===== src/rtl/cpu_bus_pkg.sv =====
`default_nettype none
// +--------------------------------------------------------------------------+
// | Package  : cpu_bus_pkg                                                    |
// | Purpose  : Shared CPU-side SRAM-like bus definitions: requester IDs,      |
// |            access-size encodings, bus width and the request bundle used   |
// |            to mux requesters onto one port.                               |
// | Revision : 1.0 - initial release                                          |
// +--------------------------------------------------------------------------+
package cpu_bus_pkg;

  localparam int unsigned XLEN = 32;

  // Requester identifiers stored in the order FIFO
  localparam logic REQ_INST = 1'b0;
  localparam logic REQ_DATA = 1'b1;

  // Access-size encodings
  localparam logic [1:0] SZ_BYTE = 2'd0;
  localparam logic [1:0] SZ_HALF = 2'd1;
  localparam logic [1:0] SZ_WORD = 2'd2;

  // All request fields that travel together with req
  typedef struct packed {
    logic            wr;
    logic [1:0]      size;
    logic [3:0]      wstrb;
    logic [XLEN-1:0] addr;
    logic [XLEN-1:0] wdata;
  } bus_req_t;

endpackage
`default_nettype wire


===== src/rtl/order_fifo.sv =====
`default_nettype none
// +--------------------------------------------------------------------------+
// | Module   : order_fifo                                                     |
// | Purpose  : Small circular FIFO holding requester IDs in issue order.      |
// | Ports    : clk, resetn (sync, active-low)                                 |
// |            push_i/din_i  - enqueue (ignored while full)                   |
// |            pop_i         - dequeue (ignored while empty)                  |
// |            head_o        - oldest entry (registered storage)              |
// |            full_o/empty_o- occupancy flags from the count register        |
// | Revision : 1.0 - initial release                                          |
// +--------------------------------------------------------------------------+
module order_fifo #(
  parameter int unsigned DEPTH = 2,
  parameter int unsigned WIDTH = 1
) (
  input  logic             clk,
  input  logic             resetn,
  input  logic             push_i,
  input  logic             pop_i,
  input  logic [WIDTH-1:0] din_i,
  output logic [WIDTH-1:0] head_o,
  output logic             full_o,
  output logic             empty_o
);

  localparam int unsigned     PTR_W     = (DEPTH > 1) ? $clog2(DEPTH) : 1;
  localparam int unsigned     CNT_W     = $clog2(DEPTH + 1);
  localparam logic [PTR_W-1:0] LAST_PTR = PTR_W'(DEPTH - 1);
  localparam logic [CNT_W-1:0] FULL_CNT = CNT_W'(DEPTH);

  logic [WIDTH-1:0] entries_q [DEPTH];
  logic [PTR_W-1:0] wr_ptr_q, wr_ptr_d;
  logic [PTR_W-1:0] rd_ptr_q, rd_ptr_d;
  logic [CNT_W-1:0] count_q,  count_d;
  logic             push_ok, pop_ok;

  assign full_o  = (count_q == FULL_CNT);
  assign empty_o = (count_q == '0);
  assign push_ok = push_i & ~full_o;
  assign pop_ok  = pop_i  & ~empty_o;
  assign head_o  = entries_q[rd_ptr_q];

  // Pointers wrap explicitly so non-power-of-two depths work
  always_comb begin
    wr_ptr_d = wr_ptr_q;
    rd_ptr_d = rd_ptr_q;
    count_d  = count_q;
    if (push_ok) wr_ptr_d = (wr_ptr_q == LAST_PTR) ? '0 : wr_ptr_q + 1'b1;
    if (pop_ok)  rd_ptr_d = (rd_ptr_q == LAST_PTR) ? '0 : rd_ptr_q + 1'b1;
    case ({push_ok, pop_ok})
      2'b10:   count_d = count_q + 1'b1;
      2'b01:   count_d = count_q - 1'b1;
      default: count_d = count_q;
    endcase
  end

  always_ff @(posedge clk) begin
    if (!resetn) begin
      wr_ptr_q <= '0;
      rd_ptr_q <= '0;
      count_q  <= '0;
    end else begin
      wr_ptr_q <= wr_ptr_d;
      rd_ptr_q <= rd_ptr_d;
      count_q  <= count_d;
    end
  end

  // Storage needs no reset: entries are only read when count says valid
  always_ff @(posedge clk) begin
    if (push_ok) entries_q[wr_ptr_q] <= din_i;
  end

endmodule
`default_nettype wire


===== src/rtl/sram_req_arbiter.sv =====
`default_nettype none
// +--------------------------------------------------------------------------+
// | Module   : sram_req_arbiter                                               |
// | Purpose  : Shares one SRAM-like port between instruction fetch and data   |
// |            access. Data wins when both request; a grant lock keeps a      |
// |            stalled request stable until accepted. Responses are steered   |
// |            back using an in-order FIFO of requester IDs.                  |
// | Ports    : clk, resetn (sync, active-low)                                 |
// |            inst_* / data_*  - requester sides (req fields in, handshake   |
// |                               and read data out)                          |
// |            mem_*            - shared port (request out, handshake and     |
// |                               response in)                                |
// | Revision : 1.0 - initial release                                          |
// +--------------------------------------------------------------------------+
module sram_req_arbiter
  import cpu_bus_pkg::*;
#(
  parameter int unsigned OUTSTANDING = 2
) (
  input  logic            clk,
  input  logic            resetn,
  input  logic            inst_req,
  input  logic            inst_wr,
  input  logic [1:0]      inst_size,
  input  logic [3:0]      inst_wstrb,
  input  logic [XLEN-1:0] inst_addr,
  input  logic [XLEN-1:0] inst_wdata,
  output logic            inst_addr_ok,
  output logic            inst_data_ok,
  output logic [XLEN-1:0] inst_rdata,
  input  logic            data_req,
  input  logic            data_wr,
  input  logic [1:0]      data_size,
  input  logic [3:0]      data_wstrb,
  input  logic [XLEN-1:0] data_addr,
  input  logic [XLEN-1:0] data_wdata,
  output logic            data_addr_ok,
  output logic            data_data_ok,
  output logic [XLEN-1:0] data_rdata,
  output logic            mem_req,
  output logic            mem_wr,
  output logic [1:0]      mem_size,
  output logic [3:0]      mem_wstrb,
  output logic [XLEN-1:0] mem_addr,
  output logic [XLEN-1:0] mem_wdata,
  input  logic            mem_addr_ok,
  input  logic            mem_data_ok,
  input  logic [XLEN-1:0] mem_rdata
);

  bus_req_t inst_bus, data_bus, gnt_bus;
  logic     grant_lock_q, grant_lock_d;
  logic     grant_id_q,   grant_id_d;
  logic     grant_id;
  logic     gnt_req;
  logic     handshake;
  logic     resp_valid;
  logic     fifo_full, fifo_empty;
  logic     fifo_head;

  assign inst_bus = '{wr: inst_wr, size: inst_size, wstrb: inst_wstrb,
                      addr: inst_addr, wdata: inst_wdata};
  assign data_bus = '{wr: data_wr, size: data_size, wstrb: data_wstrb,
                      addr: data_addr, wdata: data_wdata};

  // While locked the stalled requester keeps the port regardless of priority
  assign grant_id = grant_lock_q ? grant_id_q : (data_req ? REQ_DATA : REQ_INST);
  assign gnt_req  = (grant_id == REQ_DATA) ? data_req : inst_req;
  assign gnt_bus  = (grant_id == REQ_DATA) ? data_bus : inst_bus;

  // Full is taken from the registered count only, so a same-cycle pop cannot
  // reopen the port: no combinational path from mem_data_ok to mem_req.
  assign mem_req   = resetn & gnt_req & ~fifo_full;
  assign mem_wr    = gnt_bus.wr;
  assign mem_size  = gnt_bus.size;
  assign mem_wstrb = gnt_bus.wstrb;
  assign mem_addr  = gnt_bus.addr;
  assign mem_wdata = gnt_bus.wdata;

  assign handshake    = mem_req & mem_addr_ok;
  assign inst_addr_ok = handshake & (grant_id == REQ_INST);
  assign data_addr_ok = handshake & (grant_id == REQ_DATA);

  // Responses with nothing outstanding are dropped
  assign resp_valid   = resetn & mem_data_ok & ~fifo_empty;
  assign inst_data_ok = resp_valid & (fifo_head == REQ_INST);
  assign data_data_ok = resp_valid & (fifo_head == REQ_DATA);
  assign inst_rdata   = mem_rdata;
  assign data_rdata   = mem_rdata;

  always_comb begin
    grant_lock_d = grant_lock_q;
    grant_id_d   = grant_id_q;
    if (!grant_lock_q) begin
      if (mem_req && !mem_addr_ok) begin
        grant_lock_d = 1'b1;
        grant_id_d   = grant_id;
      end
    end else if (handshake) begin
      grant_lock_d = 1'b0;
    end
  end

  always_ff @(posedge clk) begin
    if (!resetn) begin
      grant_lock_q <= 1'b0;
      grant_id_q   <= REQ_INST;
    end else begin
      grant_lock_q <= grant_lock_d;
      grant_id_q   <= grant_id_d;
    end
  end

  order_fifo #(
    .DEPTH (OUTSTANDING),
    .WIDTH (1)
  ) u_fifo (
    .clk     (clk),
    .resetn  (resetn),
    .push_i  (handshake),
    .pop_i   (resp_valid),
    .din_i   (grant_id),
    .head_o  (fifo_head),
    .full_o  (fifo_full),
    .empty_o (fifo_empty)
  );

endmodule
`default_nettype wire


===== config.mk =====
export PLATFORM = sky130hd
export DESIGN_NAME = sram_req_arbiter
export DESIGN_NICKNAME = d
export VERILOG_FILES = /design/src/rtl/cpu_bus_pkg.sv /design/src/rtl/order_fifo.sv /design/src/rtl/sram_req_arbiter.sv
export SDC_FILE = /design/constraint.sdc
export NUM_CORES = 1
export LEC_CHECK = 0
export CAP_MARGIN = 40
export CORE_AREA = 3 3 123 125
export CTS_CLUSTER_SIZE = 30
export DETAILED_ROUTE_END_ITERATION = 16
export DIE_AREA = 0 0 126 128
export SYNTH_ARGS = -nofsm -noshare
export SYNTH_HDL_FRONTEND = slang
export SYNTH_SLANG_ARGS = --single-unit

===== constraint.sdc =====
create_clock -name clk -period 1.8 [get_ports clk]
set_clock_uncertainty 0.05 [all_clocks]
set_input_delay 0.27 -clock clk [delete_from_list [all_inputs] [get_ports clk]]
set_output_delay 0.27 -clock clk [all_outputs]
set_load 0.005 [all_outputs]

### After elaboration in Yosys (flattened, before gate mapping)

Memory sizes are Yosys's and may differ from the RTL's. A register that Yosys moved wholly into a read port is not among the register bits.
Cells that the tools add are included.
W data, S select, Z words.

| operators by class | value |
|---|---|
| add/sub/neg operators | 4 |
| equality and inequality tests | 3 |
| mux-type cells | 14 |
| reductions and logical operators | 5 |
| bitwise logic cells | 16 |

Operators with widths:

| operator | number |
|---|---|
| $mux W71 | 1 |
| $mux W1 | 12 |
| $and A1 B1 Y1 | 11 |
| $not A1 Y1 | 5 |
| $eq A2 B2 Y1 const B | 2 |
| $pmux W2 S2 | 1 |
| $add A1 B1 Y1 const B | 2 |
| $add A2 B1 Y2 const B | 1 |
| $eq A2 B1 Y1 const B | 1 |
| $logic_not A2 Y1 | 1 |
| $reduce_and A2 Y1 | 1 |
| $reduce_bool A2 Y1 | 1 |
| $sub A2 B1 Y2 const B | 1 |
| $logic_and A1 B1 Y1 | 1 |
| $logic_not A1 Y1 | 1 |

| word-level totals | value |
|---|---|
| logic and storage cells | 48 |
| memories | 1 |
| flip-flop bits (word level) | 6 |
| bits in writable memories | 2 |
| bits of input ports | 180 |
| output and inout bits | 140 |

Memory list:

| memory | depth | bits a word | read ports | clocked after Yosys merged registers in | wr ports | line | RTL |
|---|---|---|---|---|---|---|---|
| u_fifo.entries_q | 2 | 1 | 1 | 1 | 1 | order_fifo.sv:31 | `logic [WIDTH-1:0] entries_q [DEPTH];` |

### Depth between registers and ports, before layout

Gate-level depths: netlist of run 1.

| logic depth | value |
|---|---|
| depth in word-level cells | 9 |
| mapped depth | 7 |
| gate-level depth less buffers | 7 |

### Modules after synthesis

Synthesis of run 1 repeated with hierarchy kept, for this count alone.

| unflattened totals | value |
|---|---|
| cell total of the unflattened synthesis | 195 |
| area total of the unflattened synthesis | 1865.5 um^2 |

By module, submodules not included:

| module | area an instance (um^2) | instances | seq. area each (um^2) | cells each |
|---|---|---|---|---|
| sram_req_arbiter | 1557.7 | 1 | 40.0 | 166 |
| order_fifo | 307.8 | 1 | 160.2 | 29 |

### Least setup slack after synthesis of run 1

No wires, ideal clock.

| timing path | value |
|---|---|
| path kind | flip-flop to flip-flop |
| from | register u_fifo.count_q[0] |
| to | register u_fifo.count_q[1] |
| path buffers | 0 |
| period minus slack after synthesis | 1.819 ns |
| required time | 1.674 ns |
| slack | -0.019 ns |
| setup time | 0.076 ns |
| stages on the path, launching flop included | 7 |
| arrival | 1.693 ns |
| path through | dfxtp_1 -> inv_1 -> a21oi_1 -> nand4_1 -> ha_1 -> or3_1 -> a21boi_0 |

| on the way | value |
|---|---|
| word-level cells in the longest chain between the ends | 7 |
| elaborated cells between the ends (all ways) | 15 |
| those cells by class | add/sub (2); eq/ne (3); mux (1); bitwise (7); reduce/logical (2) |

RTL lines:

| element | line | RTL |
|---|---|---|
| start: declaration | order_fifo.sv:34 | `logic [CNT_W-1:0] count_q, count_d;` |
| start signal: assignment | order_fifo.sv:65 | `count_q <= count_d;` |
| $eq A2 B2 Y1 | order_fifo.sv:37 | `assign full_o = (count_q == FULL_CNT);` |
| $not A1 Y1 | order_fifo.sv:39, sram_req_arbiter.sv:73 |  |
| $and A1 B1 Y1 | sram_req_arbiter.sv:73 | `assign mem_req = resetn & gnt_req & ~fifo_full;` |
| $and A1 B1 Y1 | sram_req_arbiter.sv:80 | `assign handshake = mem_req & mem_addr_ok;` |
| $and A1 B1 Y1 | order_fifo.sv:39 | `assign push_ok = push_i & ~full_o;` |
| $eq A2 B1 Y1 or $eq A2 B2 Y1 (tied branches) | order_fifo.sv:50 | `case ({push_ok, pop_ok})` |
| $pmux W2 S2 or $reduce_bool A2 Y1 (tied branches) | - |  |

Parallel ways exist; a longest one is shown, timed or not.
A chain may end at the register's enable or synchronous reset.

==> impl_metrics.ini, run 1 <==
[sta]
period_needed_ns = 2.13
finalHoldViolCount = 0
slew_violations = 0
whs_ns = 0.431
final-setup-viol-count = 73
fin_ws_ns = -0.325
max_freq_mhz = 470
setup_tns_ns = -15.30
period_share_pct = 118
maxSlewHeadroom_pct = 75.5
grt_setup_unrepaired = true
worstMarginPinSlew_ns = 0.366

[floorplan]
die_area_sq_um = 16100
coreArea_sq_um = 14000
num_io_pins = 320
die_x_um = 126
rows = 43
start_util_pct = 13.2
die-height_um = 128

[synth]
yosysTopAreaCellShare_pct = 40.2
synth_top_area_cell = mux2_2
synth_common_cells = 66 x mux2_2, 64 x buf_4, 7 x clkbuf_8, 7 x dfxtp_1
yosysWarnings = 0
synth_area_leaders = mux2_2 40%, buf_4 26%, dfxtp_1 7.6%
seq_area_frac_synth_pct = 10.8
ys_async_sr_fraction_pct = 0
synth_fp_nets = 369
yosysMostFrequentCell = mux2_2
synth-seq-cells = 9
synth-edff-count = 2
syn_area_per_cell_sq_um = 9.84
synthFlopType = dfxtp_1
ys_types = 24
post_synth_instance_area_sq_um = 1850
postSynthCellCount = 188

[worst_setup_path]
worst_setup_path_end_kind = output pin
cp-start-kind = flip-flop
worst_r2r_startpoint = grant_id_q
worstSetupPathType = reg2out
crit_arrival_ns = 1.81
path_max_fanout = 6
crit_required_ns = 1.48
rr_worst_depth = 7

[pwr]
powerDensity_nw_per_um2 = 456
internal_power_mw = 1.63
p_comb_share_pct = 71.4
power.total_mw = 2.21
p_leak_nw = 2.28
pwr-share-seq_pct = 10.9
clkPwrFrac_pct = 17.6
irDropWorstVdd_uv = 228
switching_share_pct = 26.3
p_sw_mw = 0.582

[cells_and_area]
fin_util_pct = 34.6
fin_area_sq_um = 4840
n_antenna_cell = 0
seqCellArea_sq_um = 210
multi_input_area_sq_um = 1320
nNetsFinal = 599
instances_no_fill = 597
synthToLayoutAreaGrowth_pct = 162
drive_gt1_share_pct = 56.1
n_fill_cell = 1399

[routing]
drt_iter0_markers = 46
drtAntennaViolNets = 0
wl_per_cell_um = 18.9
wirelength_um = 11300
first_pass_iters = 4
remaining_drc_errors = 0
num_vias = 2278
viasPerCell = 3.82

[placed_design]
dp_hpwl_um = 7620
place_area_sq_um = 3860
gp_congestion = 0.795
dp_slack_ns = -0.708
post-place-cells = 534
port-buffer-count = 223

[outcome]
violations = setup timing
outcome = finished, violations left

[cts]
clockBufferDepth = 2
cts.clk_slew.worst_paths_ns = 0.04
clock-sinks = 9
cts_tree = done
cts_buffers = 3
insertion_delay_ns = 0.23
cts_root_buffer = clkbuf_16
htreeDepth = 1
ctsHoldBuffers = 0

[worst_hold_path]
hold_depth = 1
hp-class = reg2reg
hold_start = u_fifo.wr_ptr_q

[flow_run]
cap_violations = 0

[global_routing]
antenna_found_initial = 0
grt_pass1_wl_um = 14600
grt_pass1_vias = 2488
groute.usage.overall_pct = 11.7
grt-ovfl-total = 0
grt_max_degree = 14
==> critical path, cell delays in order, from the launching register on <==
cell and delay (ns):
dfxtp_4 0.36, mux2i_4 0.27, buf_12 0.18, buf_12 0.13
buf_8 0.11, buf_8 0.11, mux2_4 0.30, buf_6 0.12
==> timing repair <==
item	in CTS	in global routing
buffers inserted	33	24
gates cloned	6	3
endpoints found under the setup margin	78	76
endpoints found under the hold margin	0	0
pin swaps	5	7
resized for setup	326	110
==> logic make-up (layout without fill, tap and decap cells) <==
group           Yosys count  count (layout)  synth area share, %
buf+inv                  75             304                 32.0
mux                      76              76                 47.6
xor+xnor                  3               3                 1.42
simple gates             16              16                 4.47
fa+ha+maj                 1               1                0.676
flops                     9               9                 10.8
compound gates            8               8                 2.98
==> placed cells by master, fill, tap and decap left out, types with 4 or more instances in the layout <==
master and instances:
mux2i_1 4, buf_16 5, buf_12 4, clkbuf_16 6
dlygate4sd2_1 5, clkbuf_2 32, buf_4 30, buf_8 6
mux2_4 68, clkdlybuf4s50_1 143, buf_6 64
==> power by group through the flow <==
| stage | Sequential (mW) | Clock (mW) | Combinational (mW) |
|---|---|---|---|
| after floorplan | 0.245 | 0 | 0.497 |
| after global placement | 0.244 | 0 | 1.09 |
| after detailed placement | 0.245 | 0 | 1.10 |
| after CTS | 0.241 | 0.394 | 1.42 |
| after global routing | 0.244 | 0.406 | 1.66 |
| final | 0.242 | 0.390 | 1.58 |
==> area by class of cell <==
| cell class | count | area share (%) |
|---|---|---|
| Timing Repair Buffer | 297 | 62.0 |
| Multi-Input combinational cell | 104 | 27.2 |
| Tap cell | 180 | 4.65 |
| Sequential cell | 9 | 4.34 |
| Clock buffer | 4 | 1.63 |
| Inverter | 3 | 0.232 |
==> layer usage <==
metal / routed length, um / up-vias / global-route usage, %
li1: - / 1046 / -
met1: 3860 / 1046 / 11.6
met2: 6270 / 173 / 23.8
met3: 1060 / 13 / 3.83
met4: 97 / 0 / 1.58
met5: 0 / - / 0
==> worst paths after layout <==
path / endpoint / slack, ns
setup / recovery: mem_wdata[4] / -0.33
hold / removal: u_fifo.wr_ptr_q / 0.43
setup reg to reg: u_fifo.count_q[1] / 0.05
hold reg to reg: u_fifo.wr_ptr_q / 0.43
Note: power is estimated with default switching activity, not from simulation.
==> inputs of run 2 (changes only) <==
--- a/config.mk
+++ b/config.mk
@@ -13,3 +13,4 @@
 export SYNTH_ARGS = -nofsm -noshare
 export SYNTH_HDL_FRONTEND = slang
 export SYNTH_SLANG_ARGS = --single-unit
+export TNS_END_PERCENT = 20
==> impl_metrics.ini, run 2 (synthesis gave the netlist of run 1 again) <==
[placed_design]
port-buffer-count = 223
post-place-cells = 534
dp_hpwl_um = 7620
dp_slack_ns = -0.708
place_area_sq_um = 3860
gp_congestion = 0.795

[cts]
cts.clk_slew.worst_paths_ns = 0.04
clock-sinks = 9
cts_tree = done
cts_buffers = 3
clockBufferDepth = 2
htreeDepth = 1
insertion_delay_ns = 0.23
cts_root_buffer = clkbuf_16

[floorplan]
num_io_pins = 320
coreArea_sq_um = 14000
start_util_pct = 13.2
die-height_um = 128
die_area_sq_um = 16100
die_x_um = 126
rows = 43

[worst_setup_path]
rr_worst_depth = 7
worstReg2RegEnd = u_fifo.count_q[1]
cp-start-kind = flip-flop
worst_setup_path_end_kind = output pin
r2r_setup_slack_ns = -0.11
crit_required_ns = 1.48
worstSetupPathType = reg2out
path_max_fanout = 6
worst_r2r_startpoint = grant_id_q
crit_arrival_ns = 1.80

[routing]
drt_iter0_markers = 40
wl_per_cell_um = 18.6
remaining_drc_errors = 0
wirelength_um = 10600
drtAntennaViolNets = 0
viasPerCell = 3.78
num_vias = 2143
first_pass_iters = 4

[sta]
slew_violations = 0
final-setup-viol-count = 74
finalHoldViolCount = 0
period_needed_ns = 2.12
grt_setup_unrepaired = true
setup_tns_ns = -13.27
fin_ws_ns = -0.325
period_share_pct = 118
worstMarginPinSlew_ns = 0.320
whs_ns = 0.431
max_freq_mhz = 471
maxSlewHeadroom_pct = 78.6

[global_routing]
grt_pass1_vias = 2334
grt_pass1_wl_um = 13700
groute.usage.overall_pct = 10.9
antenna_found_initial = 0
grt_max_degree = 14
grt-ovfl-total = 0

[flow_run]
cap_violations = 0

[cells_and_area]
final_common_cell = clkdlybuf4s50_1
n_antenna_cell = 0
nNetsFinal = 569
synthToLayoutAreaGrowth_pct = 139
drive_gt1_share_pct = 51.9
fin_util_pct = 31.6
instances_no_fill = 567
final_cell_mix = 144 x clkdlybuf4s50_1, 64 x mux2_4, 45 x clkbuf_2, 33 x buf_6, 18 x buf_4
fin_area_sq_um = 4420

[pwr]
p_leak_nw = 2.08
internal_power_mw = 1.48
pwr-share-seq_pct = 12.0
p_comb_share_pct = 68.5
switching_share_pct = 26.5
p_sw_mw = 0.535
power.total_mw = 2.02
irDropWorstVdd_uv = 227
powerDensity_nw_per_um2 = 456
clkPwrFrac_pct = 19.5

[worst_hold_path]
hold_start = u_fifo.wr_ptr_q
hp-class = reg2reg
hold_end = u_fifo.wr_ptr_q
hold_depth = 1

[outcome]
violations = setup timing
outcome = finished, violations left
## run 2: area by class of cell
type / count / area, sq um
inverter: 3 / 11.3
sequential: 9 / 206
multi-input combinational: 104 / 1290
timing repair buffer: 267 / 2610
clock buffer: 4 / 78.8
tap: 180 / 225
fill: 1453 / 9570
## run 2: repair_timing
item	CTS	global route
gates cloned	6	2
hold buffers	0	0
setup buffers	11	11
pin swaps	5	0
endpoints found under the setup margin	78	76
gates resized for setup	245	124
## run 2: how the worst max path moves through the flow
stage | to | slack [ns] | cells past startpoint
2_1_floorplan | u_fifo.count_q[1] | 0.06 | 6
3_3_place_gp | mem_wdata[14] | -0.68 | 5
3_5_place_dp | mem_wdata[17] | -0.71 | 5
4_1_cts | mem_addr[21] | -0.38 | 8
5_1_grt | mem_addr[15] | -0.38 | 7
6_report | mem_addr[15] | -0.32 | 7
## run 2: power groups by stage
stage	sequential (mW)	clock [mW]	combinational, mW
after floorplan	0.245	0	0.497
after global placement	0.244	0	1.09
after detailed placement	0.245	0	1.10
after CTS	0.241	0.394	1.26
after global routing	0.244	0.406	1.46
final	0.241	0.393	1.38
## run 2: per-layer routing
layer / vias up / global-route usage [%] / wire length [um]
met3: 13 / 3.71 / 1050
met2: 173 / 22.1 / 5820
met5: - / 0 / 0
met4: 0 / 1.58 / 102
li1: 989 / - / -
met1: 968 / 10.9 / 3580
## run 2: worst max-delay path, stage by stage (launching register included)
cell and delay, ns:
dfxtp_4 0.36, mux2i_4 0.27, buf_12 0.18, buf_12 0.13, buf_16 0.12, buf_6 0.09, mux2_4 0.30, buf_6 0.12
